==> src/rtl/lab_common_pkg.sv <==
// lab_common: shared lab constants and the debounce FSM state encoding.
package lab_common;
    localparam int DEBOUNCE_10MS_100MHZ = 1000000;
    typedef enum logic [1:0] {
        S_LO      = 2'd0,
        S_WAIT_HI = 2'd1,
        S_HI      = 2'd2,
        S_WAIT_LO = 2'd3
    } state_t;
endpackage

==> src/rtl/sync_2ff.sv <==
// sync_2ff: two-flop synchronizer for an asynchronous level, reset to 0.
module sync_2ff (
    input  logic clk,
    input  logic rst_n,
    input  logic d,
    output logic q
);
    logic s1;
    always_ff @(posedge clk or negedge rst_n) begin
        if (!rst_n) begin
            s1 <= 1'b0;
            q  <= 1'b0;
        end else begin
            s1 <= d;
            q  <= s1;
        end
    end
endmodule

==> src/rtl/debounce.sv <==
// debounce: synchronizes a raw button and only follows a level held for STABLE_CYCLES samples.
module debounce
    import lab_common::*;
#(
    parameter int STABLE_CYCLES = DEBOUNCE_10MS_100MHZ,
    parameter int CNT_W         = 20,
    parameter int GLITCH_W      = 8
) (
    input  logic                clk,
    input  logic                rst_n,
    input  logic                button_in,
    input  logic                clr_glitch,
    output logic                debounce_out,
    output logic                settling,
    output logic [GLITCH_W-1:0] glitch_cnt
);
    localparam logic [CNT_W-1:0] LAST = CNT_W'(STABLE_CYCLES - 1);
    if (STABLE_CYCLES < 2 || ((STABLE_CYCLES - 1) >> CNT_W) != 0) begin : g_param_err
        $error("debounce: need STABLE_CYCLES >= 2 and 2**CNT_W > STABLE_CYCLES-1");
    end
    logic             s2;
    logic             abort;
    state_t           state, state_nx;
    logic [CNT_W-1:0] cnt, cnt_nx;
    sync_2ff u_sync (
        .clk   (clk),
        .rst_n (rst_n),
        .d     (button_in),
        .q     (s2)
    );
    always_ff @(posedge clk or negedge rst_n) begin
        if (!rst_n) begin
            state <= S_LO;
            cnt   <= '0;
        end else begin
            state <= state_nx;
            cnt   <= cnt_nx;
        end
    end
    // cnt counts consecutive samples at the candidate level, starting at 1 on entry
    always_comb begin
        state_nx = state;
        cnt_nx   = cnt;
        abort    = 1'b0;
        unique case (state)
            S_LO: if (s2) begin
                state_nx = S_WAIT_HI;
                cnt_nx   = CNT_W'(1);
            end
            S_WAIT_HI: if (!s2) begin
                state_nx = S_LO;
                cnt_nx   = '0;
                abort    = 1'b1;
            end else if (cnt == LAST) begin
                state_nx = S_HI;
                cnt_nx   = '0;
            end else cnt_nx = cnt + 1'b1;
            S_HI: if (!s2) begin
                state_nx = S_WAIT_LO;
                cnt_nx   = CNT_W'(1);
            end
            S_WAIT_LO: if (s2) begin
                state_nx = S_HI;
                cnt_nx   = '0;
                abort    = 1'b1;
            end else if (cnt == LAST) begin
                state_nx = S_LO;
                cnt_nx   = '0;
            end else cnt_nx = cnt + 1'b1;
        endcase
    end
    assign debounce_out = (state == S_HI) || (state == S_WAIT_LO);
    assign settling     = (state == S_WAIT_HI) || (state == S_WAIT_LO);
    // clear has priority over a coincident abort
    always_ff @(posedge clk or negedge rst_n) begin
        if (!rst_n) glitch_cnt <= '0;
        else if (clr_glitch) glitch_cnt <= '0;
        else if (abort && glitch_cnt != '1) glitch_cnt <= glitch_cnt + 1'b1;
    end
endmodule

==> config.mk <==
export PLATFORM = sky130hd
export DESIGN_NAME = debounce
export DESIGN_NICKNAME = d
export VERILOG_FILES = /design/src/rtl/lab_common_pkg.sv /design/src/rtl/sync_2ff.sv /design/src/rtl/debounce.sv
export SDC_FILE = /design/constraint.sdc
export NUM_CORES = 1
export LEC_CHECK = 0
export CAP_MARGIN = 20
export CORE_ASPECT_RATIO = 0.75
export CORE_MARGIN = 1
export CORE_UTILIZATION = 60
export CTS_CLUSTER_DIAMETER = 80
export DETAILED_ROUTE_END_ITERATION = 10
export GPL_TIMING_DRIVEN = 0
export PLACE_DENSITY = 0.91
export SYNTH_ARGS = -nofsm -noshare
export SYNTH_HDL_FRONTEND = slang
export SYNTH_SLANG_ARGS = --single-unit
==> constraint.sdc <==
create_clock -name clk -period 3.3 [get_ports clk]
set_clock_uncertainty 0.15 [all_clocks]
set_input_delay 0.495 -clock clk [delete_from_list [all_inputs] [get_ports clk]]
set_output_delay 0.495 -clock clk [all_outputs]
set_load 0.02 [all_outputs]
**Word level (Yosys, flattened, before mapping)**

Index checks and enable logic that the tools add are counted.

- Add/subtract/negate cells: 2
- Reduce and logical (&&, ||, !) cells: 7
- Multiplexer cells: 18
- Equality and inequality tests: 9

Operator list:

| cell | number |
|---|---|
| $mux 20 | 5 |
| $pmux 20 s4 | 1 |
| $add 20x1->20 const B | 1 |
| $eq 20x20->1 const B | 1 |
| $mux 8 | 2 |
| $mux 2 | 6 |
| $add 8x1->8 const B | 1 |
| $ne 8x8->1 const B | 1 |
| $pmux 2 s4 | 1 |
| $eq 2x2->1 const B | 2 |
| $reduce_and 4->1 | 1 |
| $ne 3x2->1 const B | 1 |
| $ne 3x3->1 const B | 1 |
| $eq 2x1->1 const B | 1 |
| $logic_not 2->1 | 1 |
| $logic_or 1x1->1 | 2 |
| $mux 1 | 2 |
| $ne 2x1->1 const B | 1 |
| $ne 2x2->1 const B | 1 |
| $pmux 1 s2 | 1 |
| $reduce_and 2->1 | 1 |
| $reduce_bool 2->1 | 1 |
| $logic_and 1x1->1 | 1 |

- Register bits after elaboration: 32
- Output and inout bits: 10
- Logic and storage cells: 41
- Input port bits: 4

**Longest topological paths before layout**

- Depth in word-level cells: 5
- Mapped depth: 8

**Hierarchy**

From an unflattened synthesis, not the netlist that was laid out.

- Cells, all modules: 180
- Area total of the unflattened synthesis: 1685.4 um^2

Modules (own cells, without submodules):

| module | seq. area each (um^2) | area each (um^2) | cells each | instances |
|---|---|---|---|---|
| debounce | 750.7 | 1635.3 | 178 | 1 |
| sync_2ff | 50.0 | 50.0 | 2 | 1 |

**Least setup slack after synthesis**

No wires, ideal clock.

- Path type: reg2reg
- From: register cnt[13]
- To: register cnt[8]
- Cell stages (with the launch flop): 7
- Data arrival time: 1902 ps
- Path buffers: 1
- Slack: 1123 ps
- Cell sequence: dfrtp_1 -> or4b_4 -> nor4_4 -> a21oi_2 -> buf_6 -> a21o_1 -> mux2_4

- Cells in the longest elaborated chain, start to end: 4
- Elaborated cells on any way between the ends: 5
- Those cells by class: eq/ne: 1; mux: 4

Ends and longest elaborated chain:

| item | RTL line | text |
|---|---|---|
| from (decl) | debounce.sv:24 | `logic [CNT_W-1:0] cnt, cnt_nx;` |
| from (signal assigned) | debounce.sv:37 | `cnt <= cnt_nx;` |
| $eq 20x20->1 * | debounce.sv:54, debounce.sv:66 |  |
| $mux 20 * | debounce.sv:54, debounce.sv:66 |  |
| $mux 20 (on tied branches) | debounce.sv:62, debounce.sv:50 |  |
| $pmux 20 s4 * | debounce.sv:45 | `unique case (state)` |

Every way passes the cells marked *; elsewhere a longest branch is shown, timed or not.
A chain may end at the register's enable or synchronous reset.

**Final worst setup path**

Same ends and word-level chain as after synthesis.

==> impl_metrics.toml <==
[status]
outcome = "finished clean"

[clock_network]
cts-htree-levels = 2
clock-sinks = 32
post_cts_buffers = 0
hold_buffers = 0
cts_root_buffer = "clkbuf_8"
path_clk_slew_ps = 60
clkLatencyLatePin_ps = 290
cts_tree = "done"
ctsResizeCount = 0
cts_made_buffers = 5
clock_path_buffers = 2

[detailed_routing]
drtIter0Drc = 98
first_pass_iters = 4
wirelength_um = 4110
num_vias = 1591
wl_per_cell_um = 16.9
ant_nets = 0
drt-vias-per-instance = 6.55
drc = 0

[die]
design.die.area_um2 = 3100
row_count = 16
die_w_um = 64.0
die_y_um = 48.5
start_util = 0.649
io_pins = 14
core_um2 = 2660

[critical_path]
worstSetupPathType = "register to register"
crit_buf_inv = 1
worstPathRequired_ps = 3320
slowest_delay_ps = 570
cp.arrival_ps = 2340
rrSetupSlack_ps = 980
path_delay_family = "simple AND/OR/NAND/NOR gates"
critical_path.slowest_cell = "or4b_4"
endpoint_kind = "register"
cp_max_fo = 10
cp_cell_sequence = "or4b_4, nor4_4, a21oi_2, buf_6, a21o_1, mux2_4"
worstSetupStartpointType = "register"

[synth]
yosysTopAreaCell = "dfrtp_1"
yosysWarnings = 0
netlist.area_leader.share = 0.463
synth.cell_area_um2 = 1730
synth-seq-area-share = 0.463
synth_cell_types = 42
synth_cells = 187
syn_area_per_cell_um2 = 9.24
syn-num-nets = 193
synth.area.top_cells = "dfrtp_1 (46%), nand2_1 (5.6%), a21oi_1 (4.6%)"
ys_seq_elements = 32

[power]
total_power_mw = 1.26
p_leak_nw = 0.845
powerDensity_nw_per_um2 = 629
irDropWorstVdd_mv = 0.445

[layout]
fin_util = 0.750
drive_above_1_share = 0.0676
multi_input_area_um2 = 866
fin_nets = 213
regArea_um2 = 801
area_growth_pct = 15.6
fill_cells = 180
n_antenna_cell = 0

[place]
place.gp.congestion = 0.917
hpwl_um = 3060
numPortBuffers = 12

[sta]
hold_viol_final = 0
rsz0062_at_grt = "no"
setup_violations = 0
min_period_over_period = 0.704
fmax_ghz = 0.430
min_period_ps = 2320
worst_pin_slew_ps = 865
max_slew_margin = 0.419
fin_tns_setup_ps = 0
report.final.slew_viol_count = 0

[global_routing]
grt_pass1_vias = 1559
grt_use_total = 0.316
grt_max_degree = 18
grt_overflow = 0
antenna_found_initial = 0
grt_pass1_wl_um = 7260

[flow_run]
max_cap_viol_count = 0

[min_path]
min_path_type = "register to register"
## path summary, 6_finish.rpt
| path | from | to | cells past startpoint |
|---|---|---|---|
| max | cnt[13]$_DFFE_PN0P_ | cnt[8]$_DFFE_PN0P_ | 6 |
| min | u_sync.s1$_DFF_PN0_ | u_sync.q$_DFF_PN0_ | 0 |
| max reg2reg | cnt[13]$_DFFE_PN0P_ | cnt[8]$_DFFE_PN0P_ | 6 |
| min reg2reg | u_sync.s1$_DFF_PN0_ | u_sync.q$_DFF_PN0_ | 0 |
| max in group asynchronous | rst_n | u_sync.s1$_DFF_PN0_ | 2 |
| min in group asynchronous | rst_n | glitch_cnt[5]$_DFFE_PN0P_ | 1 |
## placed cells by master (no fill, tap or decap), types with 2 or more instances in the layout
master / instances
clkbuf_8: 5
ha_1: 2
buf_6: 2
or3_1: 3
clkbuf_1: 6
xor2_1: 3
a21oi_1: 16
nand4_1: 5
nand3_1: 14
clkdlybuf4s50_1: 12
inv_1: 3
a22o_1: 3
a21o_1: 4
nor3_1: 3
nand2_1: 26
mux2i_1: 3
o211ai_1: 2
nand2b_1: 3
a41oi_1: 2
dfrtp_1: 32
o21ai_0: 9
nor4_1: 2
nor2_1: 13
xnor2_1: 4
a31oi_1: 4
and3_1: 4
o31ai_1: 2
o31a_1: 2
## power breakdown
part	internal, mW	leakage, nW	switching, mW
Sequential	0.435	0.433	0.0500
Clock	0.143	0.0410	0.136
Combinational	0.189	0.370	0.303
Total	0.767	0.845	0.489
## kinds of logic after synthesis
kind of cell / after synthesis / share of synthesized area
compound gates: 49 / 0.182
xor+xnor: 7 / 0.0355
fa+ha+maj: 2 / 0.0145
buf+inv: 12 / 0.0355
flops: 32 / 0.463
mux: 4 / 0.0261
simple gates: 81 / 0.243
## stage by stage
stage	area, um2	setup WS, ps	cells	hold slack [ps]
6_report	2000	977	243	225
5_1_grt	2000	839	243	240
4_1_cts	2000	983	243	222
3_5_place_dp	1920	963	236	193
3_3_place_gp	1890	1020	235	184
2_1_floorplan	1730	1120	187	49.4
## cell usage after synthesis, drive strengths merged
cell / instances
nor4: 3
and4: 1
nand2b: 3
ha: 2
mux2: 1
o31a: 2
nand4: 5
nand3: 14
nor2: 13
xor2: 3
o2bb2a: 1
a31oi: 4
nand2: 26
dfrtp: 32
nor2b: 1
or3: 3
or4: 1
and3: 4
xnor2: 4
o21a: 1
a21o: 4
clkbuf: 5
mux2i: 3
nor3b: 1
nor3: 3
and2: 1
buf: 4
or4b: 2
a21oi: 17
a41oi: 2
a22oi: 1
inv: 3
o211ai: 2
o21ai: 9
o31ai: 2
o211a: 1
a22o: 3
## worst reg2reg max path, stage by stage (launching register included)
cell and delay, ps:
dfrtp_1 440, or4b_4 570, nor4_4 330, a21oi_2 140, buf_6 180, a21o_1 160
mux2_4 250
## state kept, by name (all words and copies together), names as in the netlist, named ones only
register	flops
glitch_cnt	8
cnt	20
u_sync.q	1
state	1
u_sync.s1	1
## metal layers
metal / vias up / share of wire / track usage
met4: 0 / 0.038 / 0.189
met5: - / 0 / 0
met2: 72 / 0.45 / 0.454
met3: 21 / 0.066 / 0.0802
li1: 718 / - / -
met1: 780 / 0.44 / 0.432
## layout make-up
| type | count | share of cell area |
|---|---|---|
| Clock buffer | 6 | 0.0363 |
| Tap cell | 36 | 0.0225 |
| Sequential cell | 32 | 0.401 |
| Clock inverter | 1 | 0.00250 |
| Buffer | 9 | 0.0250 |
| Multi-Input combinational cell | 143 | 0.433 |
| Inverter | 3 | 0.00564 |
| Timing Repair Buffer | 13 | 0.0739 |
Power figures use the tool's default switching activity.
